===== src/rtl/truth_table_sweeper_pkg.sv =====
// Shared definitions for the truth-table sweep sequencer family.
// Holds the 2-bit FSM state encoding used by the sweeper.
package truth_table_sweeper_pkg;

    localparam int SWEEP_STATE_W = 2;

    typedef enum logic [SWEEP_STATE_W-1:0] {
        ST_IDLE   = 2'd0,
        ST_APPLY  = 2'd1,
        ST_SAMPLE = 2'd2,
        ST_DONE   = 2'd3
    } sweep_state_e;

endpackage


===== src/rtl/sweep_settle_counter.sv =====
// Settle-time counter: cleared by load, advances while enabled, and flags
// the last hold cycle (count == SETTLE-1).
module sweep_settle_counter #(
    parameter int SETTLE = 1
) (
    input  logic clk,
    input  logic rst_n,
    input  logic load,
    input  logic en,
    output logic terminal
);

    localparam int CNT_W = $clog2(SETTLE) + 1;
    localparam logic [CNT_W-1:0] TERM_CNT = CNT_W'(SETTLE - 1);
    localparam logic [CNT_W-1:0] CNT_ONE  = CNT_W'(1);

    logic [CNT_W-1:0] cnt_r;

    // Count register: load restarts the hold window at zero.
    always_ff @(posedge clk) begin
        if (!rst_n) begin
            cnt_r <= {CNT_W{1'b0}};
        end else if (load) begin
            cnt_r <= {CNT_W{1'b0}};
        end else if (en) begin
            cnt_r <= cnt_r + CNT_ONE;
        end else begin
            cnt_r <= cnt_r;
        end
    end

    assign terminal = (cnt_r == TERM_CNT);

endmodule


===== src/rtl/truth_table_sweeper.sv =====
// Clocked sweep of all 2**N_IN input vectors into a SoP/PoS pair, capturing
// both outputs into truth vectors and recording the first disagreement.
module truth_table_sweeper
    import truth_table_sweeper_pkg::*;
#(
    parameter int N_IN   = 2,
    parameter int SETTLE = 1
) (
    input  logic                 clk,
    input  logic                 rst_n,
    input  logic                 start,
    input  logic                 sop_in,
    input  logic                 pos_in,
    output logic [N_IN-1:0]      vec_out,
    output logic                 busy,
    output logic                 done,
    output logic [2**N_IN-1:0]   table_sop,
    output logic [2**N_IN-1:0]   table_pos,
    output logic                 mismatch,
    output logic [N_IN-1:0]      mismatch_idx
);

    localparam int N_VEC = 2**N_IN;
    localparam logic [N_IN-1:0] LAST_IDX = {N_IN{1'b1}};
    localparam logic [N_IN-1:0] IDX_ONE  = N_IN'(32'd1);

    sweep_state_e    state_r;
    logic [N_IN-1:0] idx_r;
    logic            load_s;
    logic            count_en_s;
    logic            settle_term_s;

    // Reload the settle counter on every entry into APPLY.
    always_comb begin
        load_s     = 1'b0;
        count_en_s = 1'b0;
        if (state_r == ST_IDLE) begin
            load_s = start;
        end else if (state_r == ST_SAMPLE) begin
            load_s = (idx_r != LAST_IDX);
        end else if (state_r == ST_APPLY) begin
            count_en_s = 1'b1;
        end else begin
            load_s     = 1'b0;
            count_en_s = 1'b0;
        end
    end

    sweep_settle_counter #(
        .SETTLE (SETTLE)
    ) u_settle (
        .clk      (clk),
        .rst_n    (rst_n),
        .load     (load_s),
        .en       (count_en_s),
        .terminal (settle_term_s)
    );

    // Sweep FSM with registered vector, status and result outputs.
    always_ff @(posedge clk) begin
        if (!rst_n) begin
            state_r      <= ST_IDLE;
            idx_r        <= {N_IN{1'b0}};
            vec_out      <= {N_IN{1'b0}};
            busy         <= 1'b0;
            done         <= 1'b0;
            table_sop    <= {N_VEC{1'b0}};
            table_pos    <= {N_VEC{1'b0}};
            mismatch     <= 1'b0;
            mismatch_idx <= {N_IN{1'b0}};
        end else begin
            case (state_r)
                ST_IDLE: begin
                    done <= 1'b0;
                    if (start) begin
                        state_r      <= ST_APPLY;
                        busy         <= 1'b1;
                        idx_r        <= {N_IN{1'b0}};
                        vec_out      <= {N_IN{1'b0}};
                        table_sop    <= {N_VEC{1'b0}};
                        table_pos    <= {N_VEC{1'b0}};
                        mismatch     <= 1'b0;
                        mismatch_idx <= {N_IN{1'b0}};
                    end else begin
                        state_r <= ST_IDLE;
                    end
                end
                ST_APPLY: begin
                    if (settle_term_s) begin
                        state_r <= ST_SAMPLE;
                    end else begin
                        state_r <= ST_APPLY;
                    end
                end
                ST_SAMPLE: begin
                    table_sop[idx_r] <= sop_in;
                    table_pos[idx_r] <= pos_in;
                    // Only the first disagreeing index is kept.
                    if ((sop_in != pos_in) && !mismatch) begin
                        mismatch     <= 1'b1;
                        mismatch_idx <= idx_r;
                    end else begin
                        mismatch     <= mismatch;
                        mismatch_idx <= mismatch_idx;
                    end
                    if (idx_r == LAST_IDX) begin
                        state_r <= ST_DONE;
                        busy    <= 1'b0;
                        done    <= 1'b1;
                    end else begin
                        state_r <= ST_APPLY;
                        idx_r   <= idx_r + IDX_ONE;
                        vec_out <= idx_r + IDX_ONE;
                    end
                end
                ST_DONE: begin
                    done    <= 1'b0;
                    state_r <= ST_IDLE;
                end
                default: begin
                    state_r <= ST_IDLE;
                    busy    <= 1'b0;
                    done    <= 1'b0;
                end
            endcase
        end
    end

endmodule


===== config.mk =====
export PLATFORM = sky130hd
export DESIGN_NAME = truth_table_sweeper
export DESIGN_NICKNAME = d
export VERILOG_FILES = /design/src/rtl/truth_table_sweeper_pkg.sv /design/src/rtl/sweep_settle_counter.sv /design/src/rtl/truth_table_sweeper.sv
export SDC_FILE = /design/constraint.sdc
export NUM_CORES = 1
export LEC_CHECK = 0
export ABC_AREA = 1
export BUFFER_PORTS_ARGS = -buffer_cell sky130_fd_sc_hd__buf_2
export CAP_MARGIN = 20
export CORE_UTILIZATION = 40
export CTS_CLUSTER_DIAMETER = 100
export DETAILED_ROUTE_END_ITERATION = 10
export PLACE_DENSITY_LB_ADDON = 0.1
export SETUP_SLACK_MARGIN = 0.4
export SYNTH_ARGS = -nofsm -noshare
export SYNTH_HDL_FRONTEND = slang
export SYNTH_SLANG_ARGS = --single-unit

===== constraint.sdc =====
create_clock -name clk -period 4.09 [get_ports clk]
set_clock_uncertainty 0.1 [all_clocks]
set_input_delay 0.2045 -clock clk [delete_from_list [all_inputs] [get_ports clk]]
set_output_delay 0.2045 -clock clk [all_outputs]
set_load 0.01 [all_outputs]

# Word-level counts from Yosys, hierarchy flattened
# Cells that the tools add are included.
# totals
reg_bits	18
out_inout_bits	15
elab_cells	66
# classes
add_sub_neg	2
n_lt_le_gt_ge	2
n_eq_ne	10
muxes	29
n_bitwise	1
reduce_logical	13
# op_table
op	count
4-bit case mux with 2 select lines	2
1-bit two-way mux	12
2-bit two-way mux	5
3-bit AND reduction	3
4-bit bitwise mux	2
2-bit case mux with 2 select lines	2
2-bit case mux with 4 select lines	1
2-bit equality test (second input constant)	3
2-bit inequality test (second input constant)	3
1-bit case mux with 2 select lines	3
4-bit two-way mux	1
2-bit by 1-bit inequality test with 1-bit output (second input constant)	2
2-bit AND reduction	2
2-bit nonzero test	2
2-bit OR reduction	2
2-bit by 3-bit < comparator with 1-bit output (second input constant)	1
2-bit by 1-bit adder with 2-bit output (second input constant)	1
1-bit demux with 2-bit select	1
2-bit by 1-bit equality test with 1-bit output (second input constant)	1
2-bit by 1-bit >= comparator with 1-bit output (second input constant)	1
1-bit logical AND	2
2-bit logical NOT	1
1-bit adder (second input constant)	1
1-bit logical NOT	1
2 further kinds	2

# Longest topological paths before layout
# Gate-level depths: netlist of the first run.
# depth
word_depth	6
ltp_mapped	9
mapped_depth_nobuf	9

# Hierarchy
# A second synthesis of the first run with hierarchy kept.
# unflattened
cells_unflattened	132
area_unflattened_um2	992.2
# modules_own_cells
module	n_inst	cells_each	area_each_um2	seq_area_each_um2
truth_table_sweeper	1	123	934.6	340.3
sweep_settle_counter	1	9	57.6	20.0

# Worst setup path after synthesis of the first run
# OpenSTA, ideal clock, no wires.
# synth_path
path_kind	register to register
from	register state_r[0]
to	register table_pos[1]
setup_time_ps	120
t_arrival_ps	1194
path_slack_ps	2677
path_stages_with_launch	9
n_path_buf	1
synth_period_minus_slack_ps	1413
path_cell_list	dfxtp_1 inv_1 ha_1 inv_2 o21ai_2 buf_6 nand2_1 nand2_1 a21oi_1
# synth_via
elab_chain_cells	3
elab_cells_between_ends	6
# synth_lines
item	line_no	text
start, declared	truth_table_sweeper.sv:27	sweep_state_e state_r;
start signal, assigned	truth_table_sweeper.sv:62	state_r <= ST_IDLE;
start signal, assigned	truth_table_sweeper.sv:76	state_r <= ST_APPLY;
start signal, assigned	truth_table_sweeper.sv:85	state_r <= ST_IDLE;
2-bit equality test or 2-bit logical NOT (tied branches)	truth_table_sweeper.sv:72	case (state_r)
2-bit nonzero test (no line) or 2-bit inequality test (tied branches)	-	
2-bit AND reduction (no line)	-	
end signal, assigned	truth_table_sweeper.sv:68	table_pos <= {N_VEC{1'b0}};
end signal, assigned	truth_table_sweeper.sv:81	table_pos <= {N_VEC{1'b0}};
end signal, assigned by index	truth_table_sweeper.sv:97	table_pos[idx_r] <= pos_in;
end, declared	truth_table_sweeper.sv:18	output logic [2**N_IN-1:0] table_pos,
# Several ways; a longest one is shown, not always the timed one.
# A chain may end at the register's enable or synchronous reset.

# Worst setup path after layout of the first run
# layout_path
from	register state_r[0]
to	register table_sop[0]
# layout_via
elab_chain_cells	3
elab_cells_between_ends	6
# layout_lines
item	line_no	text
2-bit equality test or 2-bit logical NOT (tied branches)	truth_table_sweeper.sv:72	
2-bit nonzero test (no line) or 2-bit inequality test (tied branches)	-	
2-bit AND reduction (no line)	-	
end signal, assigned	truth_table_sweeper.sv:67	table_sop <= {N_VEC{1'b0}};
end signal, assigned	truth_table_sweeper.sv:80	table_sop <= {N_VEC{1'b0}};
end signal, assigned by index	truth_table_sweeper.sv:96	table_sop[idx_r] <= sop_in;
end, declared	truth_table_sweeper.sv:17	output logic [2**N_IN-1:0] table_sop,
# Several ways; a longest one is shown, not always the timed one.

==> results of run 1 <==
metrics by stage:
stage | power, uW | hold slack [ns] | area (um^2)
floorplan | 231 | 0.268 | 990
global placement | 245 | 0.349 | 1100
detailed placement | 246 | 0.353 | 1100
CTS | 334 | 0.100 | 1130
global route | 349 | 0.0973 | 1130
finish | 327 | 0.112 | 1130
cell families after synthesis:
family / Yosys count
AND/OR/NAND/NOR: 63
AO/OA/AOI/OAI: 24
buffers and inverters: 21
flip-flops: 18
adder cells (fa/ha/maj): 11
XOR/XNOR: 1
worst max path at each step:
stage                                      from                         to  slack [ns]
after CTS                 state_r[0]$_SDFF_PN0_  table_pos[0]$_SDFFE_PN0P_        2.30
after global placement    state_r[0]$_SDFF_PN0_  table_sop[2]$_SDFFE_PN0P_        2.42
after detailed placement  state_r[0]$_SDFF_PN0_  table_pos[0]$_SDFFE_PN0P_        2.33
after floorplan           state_r[0]$_SDFF_PN0_  table_pos[1]$_SDFFE_PN0P_        2.68
after global routing      state_r[0]$_SDFF_PN0_  table_sop[2]$_SDFFE_PN0P_        2.09
final                     state_r[0]$_SDFF_PN0_  table_sop[0]$_SDFFE_PN0P_        2.31
final cells by class:
class | instances | area, um^2
Clock buffer | 3 | 22.5
Fill cell | 230 | 1150
Inverter | 19 | 71.3
Multi-Input combinational cell | 99 | 542
Sequential cell | 18 | 360
Tap cell | 28 | 35.0
Timing Repair Buffer | 19 | 95.1
routing by layer:
| metal | part of all wire, % | global-route usage [%] | vias to the layer above |
|---|---|---|---|
| met5 | 0 | 0 | - |
| met4 | 0.85 | 5.41 | 0 |
| met3 | 3.5 | 6.14 | 2 |
| met2 | 50 | 30.1 | 11 |
| met1 | 46 | 18.9 | 409 |
| li1 | - | - | 483 |
placed cells by master (no fill, tap or decap), drive strengths merged:
cell / Yosys / routed
a21oi: 14 / 14
a31oi: 1 / 1
buf: 2 / 19
clkbuf: 0 / 3
clkinv: 1 / 1
dfxtp: 18 / 18
ha: 11 / 11
inv: 18 / 18
nand2: 26 / 26
nand3: 7 / 7
nand4: 2 / 2
nor2: 20 / 20
nor3: 7 / 7
o21ai: 9 / 9
or2: 1 / 1
xnor2: 1 / 1
where the power goes:
part	switching, uW	internal, uW
clock	51.8	34.2
combinational	33.2	20.3
sequential	4.45	183
flip-flops by register name, summed over array words and instances (netlist names):
signal / flops
table_pos: 4
table_sop: 4
idx_r: 2
mismatch_idx: 2
state_r: 2
busy: 1
done: 1
mismatch: 1
u_settle.cnt_r: 1
critical path, stage by stage, from the launching register on:
cell and delay, ns:
dfxtp_1 0.34, inv_1 0.13, ha_1 0.24, inv_2 0.11, o21ai_2 0.41, nand2_1 0.11, o21ai_0 0.18, nor2_1 0.05
==> flow_summary.ini, run 1 <==
[clocking]
cts_resized = 0
cts_hold_buf = 0
clk_latency_ns = 0.29
cts_tree = yes
cts_max_level = 1
clk_pin_slew_ns = 0.10
cts_sinks = 18
numCtsBuffers = 3
root_buffer = clkbuf_4
cts_setup_buffers = 0
ctsLongestPathBuffers = 2

[hold_path]
whs_path_depth = 3
hp-class = primary input to flip-flop
min_from = pos_in
hold_end = table_pos[3]$_SDFFE_PN0P_

[pwr]
power_density_nw_per_um2 = 290
peakVddDrop_v = 0.000214
p_leak_uw = 0.000539

[drt]
first_pass_iters = 6
postRouteAntennaNets = 0
wl_mm = 2.00
drc_errors = 0
vias = 905
drt_iter0_drc = 19
wl_per_cell_um = 10.8
avgViaCountPerCell = 4.87

[yosys]
synth-async-reset-ratio_pct = 0
synth.most_common_cell = nand2_1
muxShareOfSynthArea_pct = 0
synthTopCellsByArea = dfxtp_1, ha_1, nand2_1
synth.top_cells.by_count = nand2_1, nor2_1, dfxtp_1, inv_1, a21oi_1
syn-num-nets = 154
synth_warnings = 0
yosys_register_bits = 18
synth-xor-area-share_pct = 0.885
synth.distinct_cells = 20
synth_cells = 138
ys.flop_type = dfxtp_1
synth_edf_count = 0
synth_top_family_by_area = simple AND/OR/NAND/NOR gates
yosys.area.top_type_share_pct = 36.4
synth_area_per_cell_um2 = 7.17
synthAdderAreaFrac_pct = 13.9
syn_area_um2 = 990
synth_compound_area_share_pct = 13.0
synth_area_leader_cell = dfxtp_1
ys_seq_area_share_pct = 36.4
synthSimpleGateAreaFrac_pct = 26.9

[layout]
finalNonFillerCells = 186
layout-area-overhead-vs-synth_pct = 13.8
drive_gt1_share_pct = 17.7
antennaDiodeCount = 0
fin_util_pct = 49.5
nets = 176

[run]
drv_cap = 0

[timing]
period_minus_slack_ns = 1.78
worst_pin_slew_ns = 0.480
fmax_mhz = 563
setup_viol = 0
rsz0062_at_grt = false
fin_ws_ns = 2.31
report.final.hold_viol_count = 0
drv_slew = 0
finalSetupTns_ns = 0
relSlewSlack_pct = 68.0
post-route-period-util_pct = 43.4

[placement]
dp_cells = 183
place.gp.congestion = 0.859
post-dp-hpwl_mm = 1.58
portBuffers = 19
pre_cts_ws_ns = 2.33

[worst_setup_path]
rrSetupSlack_ns = 2.31
required_ns = 4.18
critPathArrivalTime_ns = 1.87
worstPathMaxFanout = 13
end_kind = flip-flop
path_class = flip-flop to flip-flop
critPathLaunchType = flip-flop
r2r_cells = 7
r2r_start = state_r[0]$_SDFF_PN0_
regToRegEndpoint = table_sop[0]$_SDFFE_PN0P_

[grt]
grt_util_all_layers_pct = 17.1
grt_pass1_wl_mm = 3.28
antenna_found_initial = 0
grt_max_degree = 14
grt_pass1_vias = 778
grt_overflow = 0

[floorplanning]
dieHeight_um = 51.7
die_x_um = 51.7
rows = 17
core-area_um2 = 2280
die_area_um2 = 2680
io_pins = 20
start_util_pct = 43.5

[run_status]
status = completed
Power figures use the tool's default switching activity.
==> run 2: changes to the inputs <==
==> constraint.sdc (replaced) <==
create_clock -name clk -period 1.5 [get_ports clk]
set_clock_uncertainty 0.1 [all_clocks]
set_input_delay 0.075 -clock clk [delete_from_list [all_inputs] [get_ports clk]]
set_output_delay 0.075 -clock clk [all_outputs]
set_load 0.01 [all_outputs]
==> run 2 against run 1 <==
  * Die area did not move
  * Total power rose to 3.0 times the previous value
  * Core utilization rose by 14 points
  * Sequential cell count did not move
  * Wire length rose by 14%
==> flow_summary.ini, run 2 (synthesis gave the netlist of run 1 again) <==
[placement]
pre_cts_ws_ns = 0.000539
portBuffers = 19
place.gp.congestion = 0.791
post-dp-hpwl_mm = 1.61

[drt]
avgViaCountPerCell = 4.88
first_pass_iters = 3
vias = 981
drc_errors = 0
postRouteAntennaNets = 0
wl_per_cell_um = 11.4
drt_iter0_drc = 11
wl_mm = 2.29

[timing]
fmax_mhz = 707
post-route-period-util_pct = 94.3
rsz0062_at_grt = true
drv_slew = 0
relSlewSlack_pct = 80.5
period_minus_slack_ns = 1.41
setup_viol = 0
report.final.hold_viol_count = 0
fin_ws_ns = 0.0861
worst_pin_slew_ns = 0.291

[clocking]
cts_max_level = 1
clk_pin_slew_ns = 0.11
cts_sinks = 18
clk_latency_ns = 0.30
numCtsBuffers = 3
ctsLongestPathBuffers = 2
root_buffer = clkbuf_4
cts_tree = yes

[floorplanning]
start_util_pct = 43.5
core-area_um2 = 2280
die_area_um2 = 2680
die_x_um = 51.7
dieHeight_um = 51.7
io_pins = 20
rows = 17

[pwr]
combPwrFrac_pct = 22.6
switching_power_uw = 289
internal-power_uw = 705
power_density_nw_per_um2 = 690
p_seq_share_pct = 51.5
peakVddDrop_v = 0.000498
p_leak_uw = 0.000634
swShare_pct = 29.1
clock_power_share_pct = 25.9

[grt]
grt_overflow = 0
antenna_found_initial = 0
grt_pass1_wl_mm = 3.92
grt_pass1_vias = 942
grt_util_all_layers_pct = 19.7
grt_max_degree = 11

[worst_setup_path]
critPathLaunchType = flip-flop
worstPathMaxFanout = 4
end_kind = flip-flop
critPathArrivalTime_ns = 1.53
required_ns = 1.61
path_class = flip-flop to flip-flop

[layout]
drive_gt1_share_pct = 39.3
most-common-layout-cells = nand2_1, buf_2, nor2_1
nets = 190
final_common_cell = nand2_1
layout-area-overhead-vs-synth_pct = 45.6
antennaDiodeCount = 0
largestRegisters = table_pos x4, table_sop x4
fin_util_pct = 63.3

[run_status]
status = completed

[run]
drv_cap = 0

[hold_path]
hp-class = primary input to flip-flop
run 2: cell types whose count changed in the layout (fill, tap and decap cells not counted), moves of 4 or more:
cell	previous run	this run
nand2_1	26	20
ha_4	0	5
dfxtp_1	18	14
o21ai_1	0	5
dlygate4sd3_1	0	4
o21ai_0	8	2
ha_1	11	6
nand2_2	0	4
buf_4	0	7
inv_1	16	12
run 2: area by class of cell:
cell class / instances / area, um^2
flip-flops and latches: 18 / 368
inverters: 19 / 91.3
repair buffers: 33 / 221
multi-input cells: 99 / 699
fillers: 192 / 835
well taps: 28 / 35.0
clock buffers: 4 / 26.3
run 2: path summary, 6_finish.rpt:
path,from,endpoint,slack [ns],cells after the start
worst min-delay path,start,u_settle.cnt_r$_SDFFE_PP0P_,0.02,4
worst max-delay path,state_r[0]$_SDFF_PN0_,idx_r[1]$_SDFFE_PN0P_,0.09,8
worst max register to register,state_r[0]$_SDFF_PN0_,idx_r[1]$_SDFFE_PN0P_,0.09,8
worst min register to register,table_pos[3]$_SDFFE_PN0P_,table_pos[3]$_SDFFE_PN0P_,0.37,2
run 2: power groups by stage:
stage	Clock, uW	Combinational, uW	Sequential [uW]
after floorplan	0	115	531
after global placement	0	167	523
after detailed placement	0	168	524
after CTS	264	211	512
after global routing	298	249	516
final	257	225	512
run 2: through the flow:
step           area (um^2)  power, uW  hold WS (ns)  setup TNS, ns  instances
2_1_floorplan         1070        646         0.138              0        138
3_3_place_gp          1190        689         0.284              0        184
3_5_place_dp          1190        691         0.290              0        184
4_1_cts               1380        987       -0.0310              0        199
5_1_grt               1440       1060        0.0181       -0.00934        201
6_report              1440        994        0.0230              0        201
run 2: metal layers:
layer | routed length [um] | global-route usage, %
met1 | 1070 | 24.0
met3 | 48 | 2.63
met2 | 1140 | 34.6
met5 | 0 | 0
met4 | 31 | 8.11
run 2: critical path, stage by stage, from the launching register on:
cell and delay (ns):
dfxtp_2 0.37, clkinv_4 0.09, ha_4 0.18, inv_4 0.07, nor2_4 0.05, buf_4 0.13
nor2_2 0.14, nand2_1 0.06, a21oi_1 0.12
run 2: what timing repair did:
action	CTS	global route
hold buffers	3	1
gates resized for setup	20	14
buffers inserted	8	1
pin swaps	17	9
endpoints found under the setup margin	18	18
hold endpoints to repair	7	4
==> run 3: changes to the inputs <==
--- a/config.mk
+++ b/config.mk
@@ -15,4 +15,5 @@
 export SETUP_SLACK_MARGIN = 0.4
 export SYNTH_ARGS = -nofsm -noshare
 export SYNTH_HDL_FRONTEND = slang
+export SYNTH_HIERARCHICAL = 1
 export SYNTH_SLANG_ARGS = --single-unit
==> run 3 against run 2 <==
  * First-iteration DRC count increased by 18%
  * Critical path depth decreased by 1
  * Wire length increased by 1.1%
  * Largest power group unchanged
==> flow_summary.ini, run 3 <==
[run_status]
status = completed

[layout]
antennaDiodeCount = 0
largestRegisters = table_pos x4, table_sop x4
multi_input_area_um2 = 651
finalNonFillerCells = 191
drive_gt1_share_pct = 36.8
seqCellArea_um2 = 368
fillers = 210
final_common_cell = nand2_1
nets = 181
layout-area-overhead-vs-synth_pct = 35.9
most-common-layout-cells = nand2_1, buf_2, dfxtp_1

[placement]
pre_cts_ws_ns = 0.0453
dp_cells = 179
portBuffers = 19
place.gp.congestion = 0.768
post-dp-hpwl_mm = 1.59

[hold_path]
whs_path_depth = 3
hp-class = primary input to flip-flop
min_from = rst_n
hold_end = table_pos[0]$_SDFFE_PN0P_

[yosys]
syn_area_um2 = 992
synth_compound_area_share_pct = 14.5
synth_cells = 132
synth_warnings = 6
synth-xor-area-share_pct = 0
yosys.area.top_type_share_pct = 36.3
synth_edf_count = 0
synth_top_family_by_area = simple AND/OR/NAND/NOR gates
synthSimpleGateAreaFrac_pct = 25.5
synth_area_leader_cell = dfxtp_1
synth_area_per_cell_um2 = 7.52
synth.top_cells.by_count = nand2_1, dfxtp_1, nor2_1, a21oi_1, inv_1
synth.distinct_cells = 21
ys.flop_type = dfxtp_1
ys_seq_area_share_pct = 36.3
synth-async-reset-ratio_pct = 0
muxShareOfSynthArea_pct = 0
synthTopCellsByArea = dfxtp_1, ha_1, nand2_1
syn-num-nets = 148
synthAdderAreaFrac_pct = 13.9
synth.most_common_cell = nand2_1
yosys_register_bits = 18

[grt]
grt-busiest-layer = met2
grt_util_all_layers_pct = 19.9
met3_usage_pct = 7.60
grt_overflow = 0
grt_pass1_wl_mm = 3.88
grt_pass1_vias = 899
met2_usage_pct = 33.8
grt_max_degree = 11
grt_util_met1_pct = 23.4
antenna_found_initial = 0

[pwr]
p_leak_uw = 0.000586
finalPower_uw = 954
power_density_nw_per_um2 = 708
peakVddDrop_v = 0.000623

[clocking]
ctsLongestPathBuffers = 2
clk_pin_slew_ns = 0.10
cts_max_level = 1
cts_tree = yes
root_buffer = clkbuf_4
clk_latency_ns = 0.30
numCtsBuffers = 3
cts_sinks = 18

[floorplanning]
core-area_um2 = 2280
die_area_um2 = 2680
die_x_um = 51.8
io_pins = 20
start_util_pct = 43.6
rows = 17
dieHeight_um = 51.8

[timing]
post-route-period-util_pct = 90.2
fmax_mhz = 739
report.final.hold_viol_count = 0
rsz0062_at_grt = true
setup_viol = 0
fin_ws_ns = 0.147
relSlewSlack_pct = 77.0
finalSetupTns_ns = 0
whs_ns = 0.0955
drv_slew = 0
period_minus_slack_ns = 1.35
worst_pin_slew_ns = 0.344

[drt]
vias = 966
avgViaCountPerCell = 5.06
first_pass_iters = 4
drt_iter0_drc = 13
wl_per_cell_um = 12.1
drc_errors = 0
postRouteAntennaNets = 0
wl_mm = 2.32

[worst_setup_path]
r2r_cells = 7
regToRegEndpoint = table_sop[3]$_SDFFE_PN0P_
critPathArrivalTime_ns = 1.46
required_ns = 1.60
critPathLaunchType = flip-flop
worstPathMaxFanout = 6
path_class = flip-flop to flip-flop
end_kind = flip-flop
rrSetupSlack_ns = 0.15
r2r_start = state_r[1]$_SDFF_PN0_

[run]
drv_cap = 0
[run 3: repair_timing]
item | in CTS | in global routing
buffers inserted | 3 | 0
gates cloned | 1 | 0
resized for setup | 28 | 5
endpoints found under the setup margin | 20 | 18
pin swaps | 5 | 2
endpoints found under the hold margin | 12 | 0
hold buffers | 5 | 0
[run 3: where the power goes]
| group | switching (uW) | leakage, uW | internal, uW |
|---|---|---|---|
| Sequential | 11.0 | 0.000149 | 496 |
| Combinational | 120 | 0.000423 | 87.5 |
| Clock | 146 | 0.0000138 | 93.6 |
[run 3: worst max-delay path by stage]
| stage | start | to | slack (ns) | cells after the start |
|---|---|---|---|---|
| finish | state_r[1]$_SDFF_PN0_ | table_sop[3]$_SDFFE_PN0P_ | 0.15 | 7 |
| CTS | state_r[0]$_SDFF_PN0_ | idx_r[1]$_SDFFE_PN0P_ | 0.16 | 8 |
| floorplan | state_r[0]$_SDFF_PN0_ | table_sop[3]$_SDFFE_PN0P_ | 0.13 | 9 |
| detailed placement | state_r[1]$_SDFF_PN0_ | table_pos[2]$_SDFFE_PN0P_ | 0.05 | 6 |
| global route | state_r[1]$_SDFF_PN0_ | table_sop[2]$_SDFFE_PN0P_ | 0.07 | 7 |
| global placement | idx_r[0]$_SDFFE_PN0P_ | table_sop[0]$_SDFFE_PN0P_ | 0.08 | 5 |
[run 3: per-stage QoR]
| stage | utilization [%] | instance area [um^2] |
|---|---|---|
| after floorplan | - | 1020 |
| after global placement | 50.0 | 1140 |
| after detailed placement | 50.0 | 1140 |
| after CTS | 58.3 | 1330 |
| after global routing | 59.3 | 1350 |
| final | 59.3 | 1350 |
[run 3: area by class of cell]
cell class / instances / area share [%]
Multi-Input combinational cell: 95 / 48.2
Timing Repair Buffer: 30 / 14.4
Clock buffer: 3 / 1.67
Inverter: 17 / 5.84
Tap cell: 28 / 2.60
Sequential cell: 18 / 27.3
[run 3: logic make-up after synthesis]
logic type	after synthesis
AOI/OAI and AO/OA	25
adders and majority gates	11
buffers and inverters	20
DFF	18
and+or+nand+nor	58
[run 3: per-layer routing]
layer	vias up	wire [um]
met5	-	0
met4	0	14
met1	439	1040
met3	2	156
met2	29	1110
li1	496	-
[run 3: critical path, cell delays in order, from the launching register on]
cell     delay (ns)
dfxtp_4        0.39
inv_4          0.06
ha_4           0.20
nand2_4        0.11
o21ai_4        0.09
buf_4          0.15
a21oi_1        0.11
nor2_1         0.05
